$ cat src/rtl/timer_irq_pkg.sv
// Shared constants for the compare timer: register map, CTRL bit positions
// and the controller state encoding.
package timer_irq_pkg;

    localparam logic [1:0] ADDR_CTRL     = 2'd0;
    localparam logic [1:0] ADDR_PRESCALE = 2'd1;
    localparam logic [1:0] ADDR_COMPARE  = 2'd2;
    localparam logic [1:0] ADDR_COUNT    = 2'd3;

    localparam int CTRL_ENABLE  = 0;
    localparam int CTRL_RELOAD  = 1;
    localparam int CTRL_PENDING = 2;
    localparam int CTRL_OVERRUN = 3;

    typedef enum logic [1:0] {
        ST_IDLE  = 2'd0,
        ST_RUN   = 2'd1,
        ST_FIRED = 2'd2
    } state_e;

endpackage

$ cat src/rtl/tick_prescaler.sv
// Free-running divider: emits a one-cycle tick every max(divisor,1) cycles
// while run is high; clear restarts the division from zero.
module tick_prescaler #(
    parameter int CNT_W = 32
) (
    input  logic             clk,
    input  logic             rst_p,
    input  logic             run,
    input  logic             clear,
    input  logic [CNT_W-1:0] divisor,
    output logic             tick
);

    logic [CNT_W-1:0] pcnt_q;
    logic [CNT_W-1:0] term;

    // A divisor of 0 behaves like 1 (tick every running cycle).
    always_comb begin
        term = '0;
        if (divisor != '0) begin
            term = divisor - CNT_W'(1);
        end
    end

    assign tick = run && (pcnt_q == term);

    always_ff @(posedge clk) begin
        if (rst_p || clear) begin
            pcnt_q <= '0;
        end else if (run) begin
            pcnt_q <= tick ? '0 : pcnt_q + CNT_W'(1);
        end
    end

endmodule

$ cat src/rtl/timer_irq_ctrl.sv
// Compare timer with level interrupt and optional overrun flag
// (overrun tracking built only when TIMER_IRQ_OVERRUN_EN is defined).
module timer_irq_ctrl
    import timer_irq_pkg::*;
#(
    parameter int CNT_W = 32
) (
    input  logic             clk,
    input  logic             rst_p,
    input  logic             cfg_we,
    input  logic [1:0]       cfg_addr,
    input  logic [CNT_W-1:0] cfg_wdata,
    output logic [CNT_W-1:0] cfg_rdata,
    input  logic             irq_ack,
    output logic             irq,
    output logic [1:0]       dbg_state
);

    state_e           state_q, state_d;
    logic             reload_q;
    logic [CNT_W-1:0] prescale_q, compare_q, count_q;
    logic             irq_q;
    logic             overrun;
    logic             tick, match, run, clear;
    logic             wr_ctrl, wr_prescale, wr_compare, wr_count;

    assign wr_ctrl     = cfg_we && (cfg_addr == ADDR_CTRL);
    assign wr_prescale = cfg_we && (cfg_addr == ADDR_PRESCALE);
    assign wr_compare  = cfg_we && (cfg_addr == ADDR_COMPARE);
    assign wr_count    = cfg_we && (cfg_addr == ADDR_COUNT);

    assign run   = (state_q == ST_RUN);
    assign match = tick && (count_q == compare_q);
    // Restart the divider when (re)arming from a stopped state or when COUNT is rewritten.
    assign clear = (wr_ctrl && cfg_wdata[CTRL_ENABLE] && !run) || wr_count;

    tick_prescaler #(.CNT_W(CNT_W)) u_prescaler (
        .clk     (clk),
        .rst_p   (rst_p),
        .run     (run),
        .clear   (clear),
        .divisor (prescale_q),
        .tick    (tick)
    );

    always_ff @(posedge clk) begin
        if (rst_p) begin
            state_q <= ST_IDLE;
        end else begin
            state_q <= state_d;
        end
    end

    // A CTRL write always wins over the match-driven RUN->FIRED transition.
    always_comb begin
        state_d = state_q;
        case (state_q)
            ST_IDLE: begin
                if (wr_ctrl && cfg_wdata[CTRL_ENABLE]) state_d = ST_RUN;
            end
            ST_RUN: begin
                if (wr_ctrl) begin
                    state_d = cfg_wdata[CTRL_ENABLE] ? ST_RUN : ST_IDLE;
                end else if (match && !reload_q) begin
                    state_d = ST_FIRED;
                end
            end
            ST_FIRED: begin
                if (wr_ctrl) state_d = cfg_wdata[CTRL_ENABLE] ? ST_RUN : ST_IDLE;
            end
            default: state_d = ST_IDLE;
        endcase
    end

    always_ff @(posedge clk) begin
        if (rst_p) begin
            reload_q   <= 1'b0;
            prescale_q <= '0;
            compare_q  <= '0;
            count_q    <= '0;
            irq_q      <= 1'b0;
        end else begin
            if (wr_ctrl)     reload_q   <= cfg_wdata[CTRL_RELOAD];
            if (wr_prescale) prescale_q <= cfg_wdata;
            if (wr_compare)  compare_q  <= cfg_wdata;
            if (wr_count) begin
                count_q <= '0;
            end else if (tick) begin
                count_q <= match ? '0 : count_q + CNT_W'(1);
            end
            if (match) begin
                irq_q <= 1'b1;
            end else if (irq_ack) begin
                irq_q <= 1'b0;
            end
        end
    end

`ifdef TIMER_IRQ_OVERRUN_EN
    logic overrun_q;

    // Clearing by W1C takes priority over a coincident overrun event.
    always_ff @(posedge clk) begin
        if (rst_p) begin
            overrun_q <= 1'b0;
        end else if (wr_ctrl && cfg_wdata[CTRL_OVERRUN]) begin
            overrun_q <= 1'b0;
        end else if (match && irq_q && !irq_ack) begin
            overrun_q <= 1'b1;
        end
    end

    assign overrun = overrun_q;
`else
    assign overrun = 1'b0;
`endif

    always_comb begin
        cfg_rdata = '0;
        case (cfg_addr)
            ADDR_CTRL: begin
                cfg_rdata[CTRL_ENABLE]  = run;
                cfg_rdata[CTRL_RELOAD]  = reload_q;
                cfg_rdata[CTRL_PENDING] = irq_q;
                cfg_rdata[CTRL_OVERRUN] = overrun;
            end
            ADDR_PRESCALE: cfg_rdata = prescale_q;
            ADDR_COMPARE:  cfg_rdata = compare_q;
            default:       cfg_rdata = count_q;
        endcase
    end

    assign irq       = irq_q;
    assign dbg_state = state_q;

endmodule

$ cat config.mk
export PLATFORM = sky130hd
export DESIGN_NAME = timer_irq_ctrl
export DESIGN_NICKNAME = d
export VERILOG_FILES = /design/src/rtl/timer_irq_pkg.sv /design/src/rtl/tick_prescaler.sv /design/src/rtl/timer_irq_ctrl.sv
export SDC_FILE = /design/constraint.sdc
export NUM_CORES = 1
export LEC_CHECK = 0
export BUFFER_PORTS_ARGS = -buffer_cell sky130_fd_sc_hd__buf_2
export CAP_MARGIN = 20
export CORE_MARGIN = 4
export CORE_UTILIZATION = 30
export DETAILED_ROUTE_END_ITERATION = 8
export PLACE_DENSITY = 0.49
export SLEW_MARGIN = 20
export SYNTH_ARGS = -nofsm -noshare
export SYNTH_HDL_FRONTEND = slang
export SYNTH_SLANG_ARGS = --single-unit
$ cat constraint.sdc
create_clock -name clk -period 4.5 [get_ports clk]
set_input_delay 0.225 -clock clk [delete_from_list [all_inputs] [get_ports clk]]
set_output_delay 0.225 -clock clk [all_outputs]
set_load 0.01 [all_outputs]
==> impl_results.md <==
* Status: finished, final reports clean
* Max Cap Violations at 0
* CTS root buffer: clkbuf_16
* Worst Tran Pin Value at approximately 0.9 ns
* H-tree depth at 4
* Yosys warns at 0
* Final Hold Fails at 0
* Row cnt at 61
* Cells on worst reg2reg path at 11
* Total GRT Usage at 0.203
* Most common cell after layout, fill and taps aside: nand2_1
* Routed via count at 8449
* Number of diodes at 0
* Die Width at 176 um
* Synth Flop Type: dfxtp_1
* Worst Setup SP: prescale_q[11]
* Startpoint types: flip-flop
* I/O Pins at 73
* Nets at around 1200
* First-pass GRT wire length at between 40000 and 50000 um
* Clock slew seen by the registers of the worst setup and hold paths at 0.07 ns
* Maximum clock frequency at 234 MHz
* Ys async rst share at 0
* Initial antenna violation count at 0
* Post-CTS Hold Buffers at 0
* Rel. slew slack at 0.390
* Area grow syn2layout at 19.4%
* Worst R2R Start: prescale_q[11]
* Die area at 30800 sq um
* Post-synthesis sequential area ratio at 0.314
* Detail-routed via count per cell at 5.43
* Clock sink total at 132
* Clk Latency, worst-skew pair at 0.44 ns
* Final core occ at 0.362
* Global-route met3 utilization at 0.0482
* PwrDens at 337 nW/um^2
* Starting Density at 0.303
* Post-synth EDFFs at 0
* Clock Path Buffers at 2
* DRT Wirelength at approximately 31000 um
* Remaining global-route overflow at 0
* R2r setup slk at 0.23 ns
* Vias in the first global route at 8084
* Fin crit share at 0.948
* CP Class: reg2reg
* DRC errors left at 0
* Fin crit period at 4.27 ns
* Die H at between 150 and 200 um
* M1 GR Usage at 0.288
* RSZ-0062 raised after global routing: no
* Syn_nets at 1134
* Max Clock Skew at approximately 0.015 ns
* Synth cell types at 73
* Required time worst endpoint at 4.86 ns
* Worst vdd ir at 0.214 mV
* CP max FO at 10
* Min Hold Slack at approximately 0.037 ns
* Worst Path Arrival at 4.63 ns
* Synthesized cell area at 8430 sq um
* Detail Route Antenna Nets at 0
* Commonest cells after routing, fill and taps aside: 182 x nand2_1, 132 x dfxtp_1, 106 x a21oi_1
* Worst Setup Slack, final at roughly 0.23 ns
* GR Layer Usage met2 at 0.307
* Hold Path Class: in2reg
* Power consumption at 0.00339 W
* Leak at 3.67 nW
* GPL Wtd Cong at approximately 1
* Clock buffer count from CTS at 17
* Crit end category: flip-flop
* PortBufs at roughly 70
* Iteration count of the initial detailed-routing pass at 7
* Syn Inst Count at 1093
* Pre-CTS setup slack at 0.218 ns
* Largest net degree at the start of global routing at just over 70
* GRT Max-Usage Layer: met2
* Core region area at between 20000 and 30000 sq um
* Synthesized area per cell at a little under 8 sq um
* Dpl hpwl at 23300 um
* TritonCTS clock tree: done
* DR WL/cell at 20.2 um
* Setup TNS at 0 ns
* Worst r2r dst: count_q[27]
* Proportion of layout cells with a drive suffix above 1 at 0.194
* Synth Register Bits at 132
* Count of pins over their slew limit at 0
* 1st-iter DRT viols at roughly 760
* Final setup viols at 0
* CP Capture Point: count_q[27]
## cells by family after synthesis
group           Yosys count  synth area share
simple gates            485             0.296
compound gates          228             0.172
flops                   132             0.314
buf+inv                 104            0.0506
xor+xnor                 97             0.102
mux                      44            0.0615
fa+ha+maj                 3           0.00446
## routing by layer
layer | vias to the layer above | routed length, um
met2 | 299 | 13600
li1 | 4056 | -
met1 | 4050 | 14800
met3 | 44 | 2310
met5 | - | 0
met4 | 0 | 711
## synthesized netlist by cell type (9+ instances only)
| master | count | area (sq um) |
|---|---|---|
| mux2_2 | 32 | 360 |
| nand4_1 | 36 | 225 |
| nor2_1 | 71 | 267 |
| clkbuf_1 | 65 | 244 |
| inv_1 | 20 | 75.1 |
| o31ai_1 | 13 | 97.6 |
| a22o_1 | 30 | 263 |
| xor2_1 | 33 | 289 |
| or3_1 | 23 | 144 |
| dfxtp_1 | 132 | 2640 |
| nand2_1 | 182 | 683 |
| nor4_1 | 23 | 144 |
| xnor2_1 | 63 | 552 |
| a21oi_1 | 106 | 531 |
| or4_1 | 14 | 105 |
| mux2i_1 | 9 | 90.1 |
| and3_1 | 9 | 56.3 |
| nor2b_1 | 9 | 56.3 |
| nand3_1 | 38 | 190 |
| nor3_1 | 24 | 120 |
| o21ai_0 | 32 | 160 |
## critical path: stages (launching register included)
cell and delay [ns]:
dfxtp_1 0.40, nor2_1 0.38, nand4_1 0.45, nor4_1 0.45
buf_4 0.19, mux2i_1 0.21, a21oi_1 0.11, or4b_1 0.61
buf_4 0.20, or3_1 0.53, or4_1 0.52, a21oi_1 0.14
## state kept, by name, indices dropped and copies added (netlist names)
name	flops
compare_q	32
count_q	32
dbg_state	2
irq	1
prescale_q	32
reload_q	1
u_prescaler.pcnt_q	32
## worst min path at each step
stage	startpoint	to	cells after the start
3_3_place_gp	compare_q[28]	compare_q[28]	2
5_1_grt	cfg_wdata[18]	compare_q[18]	3
2_1_floorplan	cfg_wdata[6]	prescale_q[6]	2
3_5_place_dp	compare_q[31]	compare_q[31]	2
4_1_cts	cfg_wdata[19]	compare_q[19]	3
6_report	cfg_wdata[4]	compare_q[4]	3
## layout make-up
cell class                 count  area (sq um)
clock inverter                13           173
inverter                      20          75.1
tap                          378           473
sequential                   132          2640
clock buffer                  19           453
fill                        2975         17700
timing repair buffer         137           873
multi-input combinational    857          5370
## repair_timing
action / CTS / global route
buffers inserted: 0 / 2
setup endpoints to repair: 0 / 32
resized for setup: 0 / 2
## report_power, final
part	switching [W]	internal [W]
Combinational	0.000410	0.000271
Sequential	0.0000247	0.00119
Clock	0.000591	0.000910
## per-stage QoR
stage	cells	cell area (sq um)
after floorplan	1093	8430
after global placement	1522	9410
after detailed placement	1522	9410
after CTS	1554	10000
after global routing	1556	10100
final	1556	10100
No activity file was read; power rests on OpenSTA's default activity.
